<file path="config.mk">
export PLATFORM = sky130hd
export DESIGN_NAME = weight_memory_loader_flat
export DESIGN_NICKNAME = d
export VERILOG_FILES = /design/src/rtl/weight_memory_loader_if.sv /design/src/rtl/weight_memory_loader.sv /design/src/flat_wrapper.sv
export SDC_FILE = /design/constraint.sdc
export NUM_CORES = 1
export LEC_CHECK = 0
export ABC_AREA = 1
export BUFFER_PORTS_ARGS = -buffer_cell sky130_fd_sc_hd__buf_2
export CAP_MARGIN = 20
export CORE_MARGIN = 2
export CORE_UTILIZATION = 44
export DETAILED_ROUTE_END_ITERATION = 8
export PLACE_DENSITY = 0.67
export SLEW_MARGIN = 20
export SYNTH_ARGS = -nofsm -noshare
export SYNTH_HDL_FRONTEND = slang
export SYNTH_SLANG_ARGS = --single-unit
</file>
<file path="constraint.sdc">
create_clock -name clk -period 2.5 [get_ports clk]
set_input_delay 0.25 -clock clk [delete_from_list [all_inputs] [get_ports clk]]
set_output_delay 0.25 -clock clk [all_outputs]
set_load 0.01 [all_outputs]
</file>
<file path="src/rtl/weight_memory_loader_if.sv">
// Valid/ready beat stream from the host/DMA into the weight memory loader.
// Ports: s_valid/s_data driven by the source (master), s_ready driven by the loader (slave).
// IN_WIDTH sets the beat width; lane l of a beat sits at bits [8*(l+1)-1:8*l] for 8-bit lanes.
interface weight_memory_loader_if #(
    parameter int IN_WIDTH = 32
);
    logic                s_valid;
    logic                s_ready;
    logic [IN_WIDTH-1:0] s_data;

    modport master (output s_valid, output s_data, input  s_ready);
    modport slave  (input  s_valid, input  s_data, output s_ready);
endinterface

</file>
<file path="src/rtl/weight_memory_loader.sv">
// Packs IN_WIDTH stream beats into N_DIM_ARRAY-lane weight words and writes them to the FC or CNN port of one bank.
// Latency: first write BEATS+1 cycles after start with a steady stream; one word per BEATS+1 cycles; done the cycle after the last write.
// Backpressure: s_ready is high only in FILL (dropped for the WRITE cycle); a low s_valid simply stalls packing.
// Ports: clk/reset, start + cfg_* (captured at start), stream slave interface s, FC and CNN write ports, busy/done/err_cfg.
module weight_memory_loader #(
    parameter int N_DIM_ARRAY             = 8,
    parameter int WEIGHT_DATA_WIDTH       = 8,
    parameter int WEIGHT_MEMORY_ADDR_SIZE = 16,
    parameter int IN_WIDTH                = 32
) (
    input  logic                                 clk,
    input  logic                                 reset,
    input  logic                                 start,
    input  logic [2:0]                           cfg_mode,
    input  logic                                 cfg_bank,
    input  logic [WEIGHT_MEMORY_ADDR_SIZE-2:0]   cfg_base_addr,
    input  logic [WEIGHT_MEMORY_ADDR_SIZE-1:0]   cfg_num_words,
    weight_memory_loader_if.slave                s,
    output logic                                 wr_en_ext_fc_w,
    output logic [WEIGHT_MEMORY_ADDR_SIZE-1:0]   wr_addr_ext_fc_w,
    output logic signed [N_DIM_ARRAY-1:0][WEIGHT_DATA_WIDTH-1:0] wr_data_ext_fc_w,
    output logic                                 wr_en_ext_cnn_w,
    output logic [WEIGHT_MEMORY_ADDR_SIZE-1:0]   wr_addr_ext_cnn_w,
    output logic signed [N_DIM_ARRAY-1:0][WEIGHT_DATA_WIDTH-1:0] wr_data_ext_cnn_w,
    output logic                                 busy,
    output logic                                 done,
    output logic                                 err_cfg
);
    localparam int WORD_W = N_DIM_ARRAY * WEIGHT_DATA_WIDTH;
    localparam int BEATS  = WORD_W / IN_WIDTH;
    localparam int BEAT_W = (BEATS > 1) ? $clog2(BEATS) : 1;
    localparam int AW     = WEIGHT_MEMORY_ADDR_SIZE;

    localparam logic [2:0] MODE_FC  = 3'd0;
    localparam logic [2:0] MODE_CNN = 3'd1;

    typedef enum logic [1:0] {IDLE, FILL, WRITE, DONE} state_t;

    state_t              state;
    logic [BEAT_W-1:0]   beat_cnt;
    logic [AW-1:0]       word_cnt;
    logic [WORD_W-1:0]   pack;
    logic                is_cnn;
    logic                bank_q;
    logic [AW-2:0]       base_q;
    logic [AW-1:0]       num_q;
    logic                s_ready_q;

    logic [WORD_W-1:0]   pack_next;
    logic [31:0]         beat_off;
    logic [AW-2:0]       wr_off;
    logic [AW-1:0]       wr_addr_next;

    assign s.s_ready = s_ready_q;

    // Current beat merged into the pack register; used both to update the
    // register and to launch the write on the final beat of a word.
    assign beat_off = 32'(beat_cnt) * 32'(IN_WIDTH);

    always_comb begin
        pack_next = pack;
        pack_next[beat_off +: IN_WIDTH] = s.s_data;
    end

    // Offset addition is kept AW-1 bits wide so it wraps inside the bank and
    // never carries into the bank-select bit.
    assign wr_off       = base_q + word_cnt[AW-2:0];
    assign wr_addr_next = {bank_q, wr_off};

    always_ff @(posedge clk) begin
        if (reset) begin
            state             <= IDLE;
            beat_cnt          <= '0;
            word_cnt          <= '0;
            pack              <= '0;
            is_cnn            <= 1'b0;
            bank_q            <= 1'b0;
            base_q            <= '0;
            num_q             <= '0;
            s_ready_q         <= 1'b0;
            wr_en_ext_fc_w    <= 1'b0;
            wr_addr_ext_fc_w  <= '0;
            wr_data_ext_fc_w  <= '0;
            wr_en_ext_cnn_w   <= 1'b0;
            wr_addr_ext_cnn_w <= '0;
            wr_data_ext_cnn_w <= '0;
            busy              <= 1'b0;
            done              <= 1'b0;
            err_cfg           <= 1'b0;
        end else begin
            // Write ports and done are single-cycle; default them off.
            done              <= 1'b0;
            wr_en_ext_fc_w    <= 1'b0;
            wr_addr_ext_fc_w  <= '0;
            wr_data_ext_fc_w  <= '0;
            wr_en_ext_cnn_w   <= 1'b0;
            wr_addr_ext_cnn_w <= '0;
            wr_data_ext_cnn_w <= '0;

            case (state)
                IDLE: begin
                    if (start) begin
                        if (cfg_mode != MODE_FC && cfg_mode != MODE_CNN) begin
                            err_cfg <= 1'b1;
                        end else begin
                            err_cfg  <= 1'b0;
                            is_cnn   <= (cfg_mode == MODE_CNN);
                            bank_q   <= cfg_bank;
                            base_q   <= cfg_base_addr;
                            num_q    <= cfg_num_words;
                            beat_cnt <= '0;
                            word_cnt <= '0;
                            pack     <= '0;
                            if (cfg_num_words == '0) begin
                                state <= DONE;
                                done  <= 1'b1;
                            end else begin
                                state     <= FILL;
                                s_ready_q <= 1'b1;
                                busy      <= 1'b1;
                            end
                        end
                    end
                end

                FILL: begin
                    if (s.s_valid && s_ready_q) begin
                        pack <= pack_next;
                        if (beat_cnt == BEAT_W'(BEATS - 1)) begin
                            state     <= WRITE;
                            s_ready_q <= 1'b0;
                            beat_cnt  <= '0;
                            if (is_cnn) begin
                                wr_en_ext_cnn_w   <= 1'b1;
                                wr_addr_ext_cnn_w <= wr_addr_next;
                                wr_data_ext_cnn_w <= pack_next;
                            end else begin
                                wr_en_ext_fc_w    <= 1'b1;
                                wr_addr_ext_fc_w  <= wr_addr_next;
                                wr_data_ext_fc_w  <= pack_next;
                            end
                        end else begin
                            beat_cnt <= beat_cnt + 1'b1;
                        end
                    end
                end

                WRITE: begin
                    word_cnt <= word_cnt + 1'b1;
                    if (word_cnt + 1'b1 == num_q) begin
                        state <= DONE;
                        done  <= 1'b1;
                        busy  <= 1'b0;
                    end else begin
                        state     <= FILL;
                        s_ready_q <= 1'b1;
                    end
                end

                DONE: begin
                    state <= IDLE;
                end

                default: begin
                    state <= IDLE;
                end
            endcase
        end
    end
endmodule

</file>
<file path="src/flat_wrapper.sv">
// flat-port wrapper written by rule: the top's interface ports become plain ports
module weight_memory_loader_flat 
#(
    parameter int N_DIM_ARRAY             = 8,
    parameter int WEIGHT_DATA_WIDTH       = 8,
    parameter int WEIGHT_MEMORY_ADDR_SIZE = 16,
    parameter int IN_WIDTH                = 32
)
  (clk, reset, start, cfg_mode, cfg_bank, cfg_base_addr, cfg_num_words, wr_en_ext_fc_w, wr_addr_ext_fc_w, wr_data_ext_fc_w, wr_en_ext_cnn_w, wr_addr_ext_cnn_w, wr_data_ext_cnn_w, busy, done, err_cfg, s_s_valid, s_s_data, s_s_ready);
  weight_memory_loader_if #(.IN_WIDTH(IN_WIDTH)) s_i ();
  input  logic clk;
  input  logic reset;
  input  logic start;
  input  logic [2:0] cfg_mode;
  input  logic cfg_bank;
  input  logic [WEIGHT_MEMORY_ADDR_SIZE-2:0] cfg_base_addr;
  input  logic [WEIGHT_MEMORY_ADDR_SIZE-1:0] cfg_num_words;
  output logic wr_en_ext_fc_w;
  output logic [WEIGHT_MEMORY_ADDR_SIZE-1:0] wr_addr_ext_fc_w;
  output logic signed [N_DIM_ARRAY-1:0][WEIGHT_DATA_WIDTH-1:0] wr_data_ext_fc_w;
  output logic wr_en_ext_cnn_w;
  output logic [WEIGHT_MEMORY_ADDR_SIZE-1:0] wr_addr_ext_cnn_w;
  output logic signed [N_DIM_ARRAY-1:0][WEIGHT_DATA_WIDTH-1:0] wr_data_ext_cnn_w;
  output logic busy;
  output logic done;
  output logic err_cfg;
  input wire logic [$bits(s_i.s_valid)-1:0] s_s_valid;
  input wire logic [$bits(s_i.s_data)-1:0] s_s_data;
  output wire logic [$bits(s_i.s_ready)-1:0] s_s_ready;
  assign s_i.s_valid = s_s_valid;
  assign s_i.s_data = s_s_data;
  assign s_s_ready = s_i.s_ready;
  weight_memory_loader #(.N_DIM_ARRAY(N_DIM_ARRAY), .WEIGHT_DATA_WIDTH(WEIGHT_DATA_WIDTH), .WEIGHT_MEMORY_ADDR_SIZE(WEIGHT_MEMORY_ADDR_SIZE), .IN_WIDTH(IN_WIDTH)) u_core (.clk(clk), .reset(reset), .start(start), .cfg_mode(cfg_mode), .cfg_bank(cfg_bank), .cfg_base_addr(cfg_base_addr), .cfg_num_words(cfg_num_words), .s(s_i), .wr_en_ext_fc_w(wr_en_ext_fc_w), .wr_addr_ext_fc_w(wr_addr_ext_fc_w), .wr_data_ext_fc_w(wr_data_ext_fc_w), .wr_en_ext_cnn_w(wr_en_ext_cnn_w), .wr_addr_ext_cnn_w(wr_addr_ext_cnn_w), .wr_data_ext_cnn_w(wr_data_ext_cnn_w), .busy(busy), .done(done), .err_cfg(err_cfg));
endmodule
</file>
==> flow_summary.toml <==
[status]
status = "completed"

[timing]
worst_slack_ps = 207
max_slew_margin_pct = 42.3
fmaxAchievable_mhz = 436
post-route-period-util_pct = 91.7
finalSetupViolations = 0
clock_skew_ps = 8.63
hold_viol = 0
tightest_slew_ps = 866
drv_slew = 0
fin_crit_ps = 2290

[setup_path]
path_cells = "ha_1 > inv_1 > fa_1 > o21ai_1 > a21oi_1 > o21ai_2 > a21boi_0 > o21ai_0 > xor2_1 > nor2_1"
critPathMaxFanout = 3
cp_slowest_stage_delay_ps = 400
worst-setup-path-type = "register to register"
arrival_ps = 2680
startpoint_type = "register"
end_kind = "register"
cp_slowest_cell = "fa_1"
crit_required_ps = 2880

[drt]
wl_um = 26300
vias = 9202
via_per_inst = 4.79
wl_per_cell_um = 13.7
initialDrtViolationCount = 587
ant_nets = 0
drc = 0
dr.pass1.iters = 5

[clocking]
cts_buffers = 29
clock_path_buffers = 3
cts_setup_buffers = 0
cts_tree = "built"
cts_sinks = 282
cts_root_buf = "clkbuf_16"
insertion_delay_ps = 530
h-tree-depth = 1
cts.clk_slew.worst_paths_ps = 60

[grt]
grt_max_degree = 82
antenna_found_initial = 4
grt_pass1_wl_um = 41200
grt.total_usage_pct = 20.3
first_global_vias = 8382
overflow = 0

[synthesis]
ys_async_sr_fraction_pct = 0
synth.avg_cell_area_um2 = 7.88
synthCells = 1334
synth_area_leaders = "dfxtp_1, nand2_1, nor2_1"
yosysTopAreaCell = "dfxtp_1"
ys.warnings.count = 0
synth_top_area_share_pct = 53.7
synth.net_count = 1421
synth_edf_count = 0
syn_area_um2 = 10500
synth_cell_type_count = 33
ys_seq_area_share_pct = 53.7
ys.flop_type = "dfxtp_1"
synthTopCellsByCount = "dfxtp_1, nand2_1, nor2_1"
synth_most_common_cell = "dfxtp_1"
ys_ff_latch = 282

[placement]
gp_congestion = 0.917
dpl.hpwl_um = 17800
pre_cts_slack_ps = 104
port_buffers = 236
dpl_cell_area_um2 = 12000

[power]
p_sw_share_pct = 26.6
pwr-share-comb_pct = 14.4
p_int_mw = 7.96
cellPowerDensity_nw_per_um2 = 817
ir_worst_vdd_uv = 453
clock_power_share_pct = 41.3
sequentialPowerShare_pct = 44.3
finalPower_mw = 10.8
p_sw_mw = 2.88
power_leakage_nw = 6.11

[cells_and_area]
multi_input_area_um2 = 4150
seq_area_um2 = 5650
layout-drive-gt1-share_pct = 24.8
syn_to_final_growth_pct = 26.2
stdcell_area_um2 = 13300
fillers = 2154
final_nets = 1663

[floorplanning]
initial_utilization_pct = 44.8
placeableCoreArea_um2 = 23500
die_w_um = 159
die_h_um = 159
ioPinCount = 237
rows = 56
dieArea_um2 = 25100

[flow_run]
maxCapViolations = 0

[min_path]
hold_class = "primary input to register"
==> repair_timing <==
item / in CTS / in global routing
hold buffers: 22 / 0
endpoints found under the hold margin: 22 / 0
resized for setup: 0 / 4
endpoints found under the setup margin: 0 / 79
==> cells in the final DEF (no fill, tap or decap), types with 15 or more instances in the layout <==
cell / count
buf_2: 236
o21ai_0: 106
nand3_1: 38
a21oi_1: 113
or2_2: 66
nand2_1: 245
clkbuf_16: 29
inv_1: 116
dlygate4sd3_1: 22
dfxtp_1: 281
buf_4: 15
ha_1: 15
nor2_1: 217
==> worst paths after layout <==
check        slack [ps]  cells after the start                           end               start
min                  20                      3              u_core.num_q[11]   cfg_num_words[11]
max reg2reg         210                     10  u_core.wr_addr_ext_cnn_w[12]  u_core.word_cnt[0]
max                 210                     10  u_core.wr_addr_ext_cnn_w[12]  u_core.word_cnt[0]
min reg2reg         450                      2               u_core.pack[29]     u_core.pack[29]
==> metrics by stage <==
stage	hold slack [ps]	instances	setup TNS [ps]	utilization (%)
final	23.2	1921	0	56.5
after global routing	20.8	1921	-21.2	56.5
after CTS	2.77	1917	0	56.4
after detailed placement	447	1842	0	51.1
after global placement	442	1842	0	51.1
after floorplan	385	1334	0	-
==> power groups by stage <==
| stage | Sequential (mW) | Clock, mW | Combinational (mW) |
|---|---|---|---|
| 3_3_place_gp | 4.89 | 0 | 1.51 |
| 4_1_cts | 4.80 | 4.58 | 1.56 |
| 2_1_floorplan | 4.87 | 0 | 1.07 |
| 6_report | 4.80 | 4.48 | 1.56 |
| 3_5_place_dp | 4.90 | 0 | 1.52 |
| 5_1_grt | 4.82 | 4.78 | 1.77 |
==> state kept, by name, indices dropped and copies added (netlist names), 2 cells and up <==
register                  count
u_core.base_q                15
u_core.num_q                 16
u_core.pack                  64
u_core.state                  2
u_core.word_cnt              16
u_core.wr_addr_ext_cnn_w     16
u_core.wr_addr_ext_fc_w      16
u_core.wr_data_ext_cnn_w     64
u_core.wr_data_ext_fc_w      64
==> metal layers <==
metal  vias to the layer above  GRT usage (%)  share of wire [%]
met3                        43           3.62                6.3
met5                         -              0                  0
met2                       273           34.2                 47
met4                         0           6.65                2.6
li1                       4688              -                  -
met1                      4198           26.2                 44
==> critical path: cells and delay by family (launching register included) <==
| family | cells | cell delay, ps |
|---|---|---|
| AOI/OAI and AO/OA | 5 | 930 |
| xor gates and xnor gates | 1 | 200 |
| adders and majority gates | 2 | 570 |
| buffers and inverters | 1 | 50 |
| DFF | 1 | 340 |
| and+or+nand+nor | 1 | 50 |
==> cells by family after synthesis <==
logic type,after synthesis,share of synthesized area [%]
AOI/OAI and AO/OA,231,11.2
xor gates and xnor gates,22,1.98
adders and majority gates,16,1.98
buffers and inverters,189,7.11
DFF,282,53.7
and+or+nand+nor,594,24.0
==> final cells by class <==
type | instances | share of cell area [%]
Timing Repair Buffer | 276 | 11.9
Inverter | 124 | 3.51
Antenna cell | 4 | 0.0755
Multi-Input combinational cell | 863 | 31.3
Sequential cell | 282 | 42.6
Tap cell | 319 | 3.01
Clock inverter | 17 | 1.46
Clock buffer | 36 | 6.20
Note: power is estimated with default switching activity, not from simulation.
